`src/rtl/if_fetch_unit.sv`:
```
// Instruction-fetch front end: holds the PC, fetches from instruction memory and hands instructions to decode.
// Optional build macro FETCH_CNT_EN adds a 32-bit count of instructions accepted by decode.
module if_fetch_unit #(
  parameter logic [31:0] RESET_PC = 32'h0000_0000
) (
  input  logic        clk,
  input  logic        rst,
  input  logic [31:0] npc,
  output logic [31:0] pc,
  output logic        imem_req,
  output logic [31:0] imem_addr,
  input  logic        imem_gnt,
  input  logic        imem_rvalid,
  input  logic [31:0] imem_rdata,
  output logic [31:0] instr,
  output logic        instr_valid,
  input  logic        instr_ready,
  output logic        bus_err
`ifdef FETCH_CNT_EN
  ,
  output logic [31:0] fetch_cnt
`endif
);

  typedef enum logic [1:0] {IDLE, REQ, WAIT, HOLD} state_t;

  state_t      state_q, state_d;
  logic [31:0] pc_q, pc_d;
  logic [31:0] instr_q, instr_d;
  logic        valid_q, valid_d;
  logic        err_q, err_d;
  logic        accept;

  assign accept = (state_q == HOLD) && valid_q && instr_ready;

  always_comb begin
    state_d = state_q;
    pc_d    = pc_q;
    instr_d = instr_q;
    valid_d = valid_q;
    err_d   = err_q;
    // Read data is only legitimate while waiting; anywhere else it is dropped and flagged.
    if (imem_rvalid && (state_q != WAIT)) err_d = 1'b1;
    case (state_q)
      IDLE: state_d = REQ;
      REQ:  if (imem_gnt) state_d = WAIT;
      WAIT: begin
        if (imem_rvalid) begin
          instr_d = imem_rdata;
          valid_d = 1'b1;
          state_d = HOLD;
        end
      end
      HOLD: begin
        if (accept) begin
          pc_d    = npc;
          valid_d = 1'b0;
          state_d = REQ;
        end
      end
      default: state_d = IDLE;
    endcase
  end

  always_ff @(posedge clk or posedge rst) begin
    if (rst) begin
      state_q <= IDLE;
      pc_q    <= RESET_PC;
      instr_q <= 32'h0;
      valid_q <= 1'b0;
      err_q   <= 1'b0;
    end else begin
      state_q <= state_d;
      pc_q    <= pc_d;
      instr_q <= instr_d;
      valid_q <= valid_d;
      err_q   <= err_d;
    end
  end

  // Request is a pure decode of the state, so it falls the moment reset is applied.
  assign imem_req    = (state_q == REQ);
  assign imem_addr   = pc_q;
  assign pc          = pc_q;
  assign instr       = instr_q;
  assign instr_valid = valid_q;
  assign bus_err     = err_q;

`ifdef FETCH_CNT_EN
  logic [31:0] cnt_q, cnt_d;

  assign cnt_d = accept ? cnt_q + 32'd1 : cnt_q;

  always_ff @(posedge clk or posedge rst) begin
    if (rst) cnt_q <= 32'h0;
    else     cnt_q <= cnt_d;
  end

  assign fetch_cnt = cnt_q;
`endif

endmodule
```
`config.mk`:
```
export PLATFORM = sky130hd
export DESIGN_NAME = if_fetch_unit
export DESIGN_NICKNAME = d
export VERILOG_FILES = /design/src/rtl/if_fetch_unit.sv
export SDC_FILE = /design/constraint.sdc
export NUM_CORES = 1
export LEC_CHECK = 0
export CAP_MARGIN = 20
export CORE_UTILIZATION = 36
export CTS_BUF_LIST = sky130_fd_sc_hd__clkbuf_4 sky130_fd_sc_hd__clkbuf_8
export DETAILED_ROUTE_END_ITERATION = 7
export HOLD_SLACK_MARGIN = 0.05
export PLACE_DENSITY = 0.79
export SLEW_MARGIN = 20
export SYNTH_ARGS = -nofsm -noshare
export SYNTH_HDL_FRONTEND = slang
export SYNTH_SLANG_ARGS = --single-unit
```
`constraint.sdc`:
```
create_clock -name clk -period 2.3 [get_ports clk]
set_input_delay 0.575 -clock clk [delete_from_list [all_inputs] [get_ports clk]]
set_output_delay 0.575 -clock clk [all_outputs]
set_load 0.005 [all_outputs]
```
* After elaboration in Yosys (flattened, before gate mapping)
Index checks and enable logic that the tools add are counted.
** Operators by class
- $add $sub $neg :: 0
- Magnitude comparators :: 0
- Reduce and logical (&&, ||, !) cells :: 9
- Bitwise logic cells :: 0
- Shift operators :: 0
- Muxes and demuxes :: 7
- Eq/ne operators :: 7
- Multiply operators :: 0
- Divide/modulo/power cells :: 0
** Operators by type and width (count)
- $pmux 2 s4 :: 1
- $mux 2 :: 3
- $ne 2x2->1 const B :: 3
- $reduce_and 3->1 :: 2
- $eq 2x2->1 const B :: 2
- $reduce_and 2->1 :: 2
- $logic_and 1x1->1 :: 3
- $eq 2x1->1 const B :: 1
- $logic_not 2->1 :: 1
- $mux 1 :: 2
- $ne 2x1->1 const B :: 1
- $pmux 1 s2 :: 1
- $reduce_bool 2->1 :: 1
** Word-level totals
- Bits in latches :: 0
- Memory bits (read-only) :: 0
- Memories kept :: 0
- Register bits :: 68
- Input bits :: 69
- Memory bits (writable) :: 0
- Output and inout port bits :: 99

* Logic depth before layout (Yosys ltp)
Gate-level depths: netlist of the first run.
- Depth in word-level cells :: 5
- Mapped depth :: 5
- Gate-level depth less buffers :: 5

* Least setup slack after synthesis of the first run
No wires, ideal clock.
- Path kind :: register -> register
- Start point :: register state_q[0]
- End point :: register pc_q[0], in the netlist imem_addr[0]
- Required time :: 2.175 ns
- Period minus slack after synthesis :: 1.347 ns
- Library setup time :: 0.125 ns
- Slack :: 0.953 ns
- Stages on the path, launching flop included :: 5
- Data arrival time :: 1.222 ns
- Cells stage by stage :: dfrtp_1 ha_1 nand3_2 buf_6 mux2_4
** On the way
- Word-level cells in the longest chain between the ends :: 4
** RTL lines
- start, declared :: RTL line 27 : state_t state_q, state_d;
- start signal, assigned :: RTL line 73 : state_q <= state_d;
- $eq 2x2->1 (*) :: RTL line 34, 44
- $logic_and 1x1->1 (2 in a row) :: RTL line 34 : assign accept = (state_q == HOLD) && valid_q && instr_ready;
- $reduce_and 2->1 (no source line) (*)
- end signal, assigned :: RTL line 74 : pc_q <= pc_d;
- end, declared :: RTL line 28 : logic [31:0] pc_q, pc_d;
Every way passes the cells marked *; elsewhere a longest branch is shown, timed or not.
A chain may end at the register's enable or synchronous reset.

* Final worst setup path of the first run
- Start point :: register state_q[1]
- End point :: output imem_req
** On the way
- Word-level cells in the longest chain between the ends :: 1
** RTL lines
- $eq 2x1->1 :: RTL line 82 : assign imem_req = (state_q == REQ);
- end, declared :: RTL line 10 : output logic imem_req,
No other way between the ends.

==> results.toml, run 1 <==
[outcome]
status = "completed"

[floorplan]
chipWidth_um = 93.2
num_rows = 32
ioPinCount = 168
chipHeight_um = 93.2
core_um2 = 7890
start_util_pct = 38.0
design.die.area_um2 = 8690

[finish]
antennaDiodeCount = 0
finish.utilization_pct = 60.5
final_common_cell = "clkdlybuf4s50_1"
design_area_um2 = 4780
drive_gt1_share_pct = 25.6
area_growth_pct = 59.5
layout.cells.non_filler = 446
layout_common_cells = "clkdlybuf4s50_1, dfrtp_1, mux2_2"
nNetsFinal = 411

[setup_path]
critPathKind = "reg2out"
cp.arrival_ns = 1.54
cp-end-kind = "primary output"
required_ns = 1.73
slowest_delay_ns = 0.52
timing.rr.start = "state_q[0]$_DFFE_PP0P_"
crit_chain = "inv_1 > ha_1 > clkdlybuf4s50_1"
worstReg2RegEnd = "imem_addr[29]$_DFFE_PP0P_"
reg2reg_setup_slack_ns = 0.72
critPathMaxFanout = 3
r2r_cells = 4
crit_path_start_kind = "flip-flop"
critPathSlowestCell = "clkdlybuf4s50_1"

[clock_tree]
numCtsBuffers = 9
cts_tree = "built"
cts_buffer_depth = 2
postCtsSetupBuffers = 0
cts.sinks = 68
insertion_delay_ns = 0.33
hold_buffers = 0
cts_htree_levels = 3
clk_pin_slew_ns = 0.07
root_buffer = "clkbuf_8"
cts_resized = 0

[logic_synthesis]
syn-cell-area_um2 = 2990
synth_top_family_by_area = "multiplexers"
synthSimpleGateAreaFrac_pct = 1.84
synthMuxAreaShare_pct = 28.2
synth_edf_count = 0
async_flop_share_pct = 100
ys_ff_latch = 68
syn_area_per_cell_um2 = 15.5
yosysSeqAreaShare_pct = 56.8
synth-compound-area-share_pct = 1.13
synth_cell_types = 19
synth_fa_ha_area_share_pct = 1.25
yosys.area_share.xor_xnor_pct = 0
ys.flop_type = "dfrtp_1"
synth_warnings = 0
synth_nets = 265
synthCells = 193

[timing]
slew_viol_final = 0
fin_setup_tns_ns = 0
clock_skew_ns = 0.00755
whs_ns = 0.476
grt_setup_unrepaired = "false"
min_period_ns = 2.12
fmax_mhz = 473
relSlewSlack_pct = 68.0
finalSetupViolCount = 0
finalHoldViolations = 0
period_share_pct = 92.0
worstMarginPinSlew_ns = 0.479

[place]
placedCellCount = 430
gp_congestion = 0.711
dp_hpwl_mm = 5.04
detailed_place.area_um2 = 4560
port_buffers = 167

[global_routing]
antenna_found_initial = 0
grt_overflow_total = 0
grt_util_all_layers_pct = 15.9
grt_max_degree = 39
grt_pass1_wl_mm = 10.4
grt_pass1_vias = 2024

[routing]
wire_per_inst_um = 14.7
dr.pass1.iters = 4
drc = 0
routed-via-count = 1978
drtIter0Drc = 33
finalWirelength_mm = 6.54
antenna_left = 0
avgViaCountPerCell = 4.43

[power_and_ir_drop]
leakagePower_nw = 2.13
irDropWorstVdd_uv = 695
p_per_area_nw_per_um2 = 1330

[hold_path]
hold_class = "reg2reg"
hold_depth = 1
hold_end = "bus_err$_DFFE_PP0P_"
min_from = "bus_err$_DFFE_PP0P_"

[job]
drv_cap = 0
## cells in the mapped netlist, types with 2 or more instances
library cell   n  area [um2]
buf_6          6        67.6
o21ai_0        2        10.0
inv_1          4        15.0
mux2_2        32         360
ha_1           3        37.5
mux2_1         2        22.5
nand2b_1       2        12.5
buf_4         32         240
dfrtp_1       68        1700
mux2_4        30         450
nand2_1        4        15.0
## sequential cells by signal (all words and copies together) (netlist names)
name / count
instr_valid: 1
bus_err: 1
imem_addr: 32
state_q: 2
instr: 32
## worst max path at each step
stage                           start                         to  slack (ns)  cells past startpoint
3_3_place_gp              instr_ready   imem_addr[2]$_DFFE_PP0P_        0.27                      4
3_5_place_dp              instr_ready  imem_addr[24]$_DFFE_PP0P_        0.26                      4
6_report       state_q[1]$_DFFE_PP0P_                   imem_req        0.18                      3
2_1_floorplan                     rst        bus_err$_DFFE_PP0P_        0.01                      1
5_1_grt        state_q[1]$_DFFE_PP0P_                   imem_req        0.09                      3
4_1_cts        state_q[1]$_DFFE_PP0P_                   imem_req        0.15                      3
## layer usage
| layer | share of wire (%) | up-vias | global-route usage [%] | routed length [um] |
|---|---|---|---|---|
| li1 | - | 913 | - | - |
| met1 | 39 | 976 | 18.0 | 2550 |
| met2 | 54 | 87 | 28.2 | 3520 |
| met3 | 6.7 | 2 | 5.45 | 437 |
| met4 | 0.41 | 0 | 5.00 | 27 |
| met5 | 0 | - | 0 | 0 |
## through the flow
step           power (W)  setup WS (ns)
4_1_cts          0.00646          0.154
3_3_place_gp     0.00526          0.273
2_1_floorplan    0.00368         0.0135
5_1_grt          0.00675         0.0886
6_report         0.00635          0.184
3_5_place_dp     0.00534          0.258
## worst max-delay path, delay by kind of cell (launching register included)
kind       cells  cell delay (ns)
fa+ha+maj      1             0.20
flops          1             0.41
buf+inv        2             0.60
## logic make-up (layout without fill, tap and decap cells)
group,Yosys count,in the layout
flip-flops,68,68
adder cells (fa/ha/maj),3,3
multiplexers,65,65
AND/OR/NAND/NOR,10,10
AO/OA/AOI/OAI,5,5
buffers and inverters,42,193
## layout make-up
cell class              instances  area [um2]
clock buffers                  11         145
clock inverters                 5        75.1
flip-flops and latches         68        1700
inverters                       4        15.0
multi-input cells              83         970
fillers                       623        3110
repair buffers                173        1740
well taps                     102         128
## power breakdown
part / total, W / switching [W] / internal, W
clock network: 0.00107 / 0.000422 / 0.000647
logic: 0.00308 / 0.000798 / 0.00228
registers: 0.00221 / 0.000411 / 0.00180
total: 0.00635 / 0.00163 / 0.00472
Note: power is estimated with default switching activity, not from simulation.
==> run 2, diff against run 1 <==
--- a/config.mk
+++ b/config.mk
@@ -11,6 +11,7 @@
 export DETAILED_ROUTE_END_ITERATION = 7
 export HOLD_SLACK_MARGIN = 0.05
 export PLACE_DENSITY = 0.79
+export REMOVE_ABC_BUFFERS = 1
 export SLEW_MARGIN = 20
 export SYNTH_ARGS = -nofsm -noshare
 export SYNTH_HDL_FRONTEND = slang
==> run 2 against run 1 <==
Compared with the run above:
- setup slack gained 0.032 ns
- combinational power hardly changed
- maximum frequency is 1.5% higher
- first-iteration DRC count up 45%
- critical path type unchanged
- sequential share of layout area is 0.11 points higher
==> results.toml, run 2 (synthesis results as in run 1) <==
[outcome]
status = "completed"

[global_routing]
grt_max_degree = 69
antenna_found_initial = 0
grt_pass1_vias = 2029
grt_overflow_total = 0
grt_util_all_layers_pct = 14.8
grt_pass1_wl_mm = 9.65

[job]
drv_cap = 0

[routing]
antenna_left = 0
finalWirelength_mm = 6.42
avgViaCountPerCell = 4.43
dr.pass1.iters = 4
wire_per_inst_um = 14.5
drtIter0Drc = 48
drc = 0
routed-via-count = 1964

[timing]
worstMarginPinSlew_ns = 0.353
finalSetupViolCount = 0
fmax_mhz = 480
relSlewSlack_pct = 76.4
period_share_pct = 90.6
min_period_ns = 2.08
grt_setup_unrepaired = "false"
whs_ns = 0.491
fin_setup_tns_ns = 0
clock_skew_ns = 0.0126
finalHoldViolations = 0
slew_viol_final = 0

[power_and_ir_drop]
p_switching_w = 0.00167
swShare_pct = 26.3
seqPwrFrac_pct = 34.8
pwr-share-clk_pct = 16.5
p_int_w = 0.00468
p_total_w = 0.00635
p_per_area_nw_per_um2 = 1330
leakagePower_nw = 2.12
irDropWorstVdd_uv = 661
pwr-share-comb_pct = 48.7

[setup_path]
slowest_delay_ns = 0.52
critPathKind = "reg2out"
worstReg2RegEnd = "imem_addr[29]$_DFFE_PP0P_"
cp-end-kind = "primary output"
cp.depth = 3
endpoint = "imem_req"
r2r_cells = 4
critPathMaxFanout = 3
path_buf_inv = 2
startpoint = "state_q[1]$_DFFE_PP0P_"
crit_path_start_kind = "flip-flop"
required_ns = 1.73
crit_chain = "inv_1 > ha_1 > clkdlybuf4s50_1"
cp.arrival_ns = 1.51
cpLargestDelayFamily = "buffers and inverters"
critPathSlowestCell = "clkdlybuf4s50_1"
reg2reg_setup_slack_ns = 0.81
timing.rr.start = "state_q[0]$_DFFE_PP0P_"

[hold_path]
min_from = "bus_err$_DFFE_PP0P_"
hold_class = "reg2reg"

[floorplan]
core_um2 = 7890
chipWidth_um = 93.2
design.die.area_um2 = 8690
num_rows = 32
ioPinCount = 168
start_util_pct = 38.0
chipHeight_um = 93.2

[clock_tree]
cts_buffer_depth = 2
cts_htree_levels = 3
numCtsBuffers = 9
cts_resized = 0
cts.sinks = 68
hold_buffers = 0
insertion_delay_ns = 0.34
root_buffer = "clkbuf_8"
cts_tree = "built"
clk_pin_slew_ns = 0.08
postCtsSetupBuffers = 0

[place]
dp_hpwl_mm = 4.66
port_buffers = 167
gp_congestion = 0.710
detailed_place.area_um2 = 4550

[finish]
seqCellArea_um2 = 1700
nNetsFinal = 408
layout_common_cells = "clkdlybuf4s50_1, dfrtp_1, mux2_2"
drive_gt1_share_pct = 24.9
area_growth_pct = 59.0
final_common_cell = "clkdlybuf4s50_1"
multi_input_area_um2 = 970
design_area_um2 = 4760
n_fill_cell = 619
antennaDiodeCount = 0
## run 2: cell type report
class / instances / area share, %
Multi-Input combinational cell: 83 / 20.4
Inverter: 4 / 0.315
Clock inverter: 7 / 1.92
Tap cell: 102 / 2.68
Timing Repair Buffer: 170 / 36.4
Sequential cell: 68 / 35.7
Clock buffer: 9 / 2.60
## run 2: how the worst min path moves through the flow
| stage | end | slack [ns] | cells after the start |
|---|---|---|---|
| after global routing | bus_err$_DFFE_PP0P_ | 0.50 | 1 |
| final | bus_err$_DFFE_PP0P_ | 0.49 | 1 |
| after CTS | bus_err$_DFFE_PP0P_ | 0.48 | 1 |
| after floorplan | bus_err$_DFFE_PP0P_ | 0.45 | 1 |
| after detailed placement | bus_err$_DFFE_PP0P_ | 0.47 | 1 |
| after global placement | bus_err$_DFFE_PP0P_ | 0.45 | 1 |
## run 2: per-stage QoR
stage / util (%) / std cells / setup WS (ns)
2_1_floorplan: - / 155 / 0.0135
3_3_place_gp: 57.6 / 427 / 0.424
3_5_place_dp: 57.6 / 427 / 0.393
4_1_cts: 60.4 / 443 / 0.168
5_1_grt: 60.4 / 443 / 0.109
6_report: 60.4 / 443 / 0.216
## run 2: per-layer routing
metal / up-vias / global-route usage [%] / routed length [um]
li1: 910 / - / -
met1: 927 / 17.3 / 2700
met2: 120 / 24.6 / 3090
met3: 7 / 4.15 / 549
met4: 0 / 7.69 / 84
met5: - / 0 / 0
## run 2: power groups by stage
stage	sequential, W	combinational (W)	clock, W
CTS	0.00222	0.00314	0.00109
finish	0.00221	0.00309	0.00105
global route	0.00229	0.00329	0.00114
floorplan	0.00227	0.000996	0
global placement	0.00220	0.00308	0
detailed placement	0.00221	0.00313	0
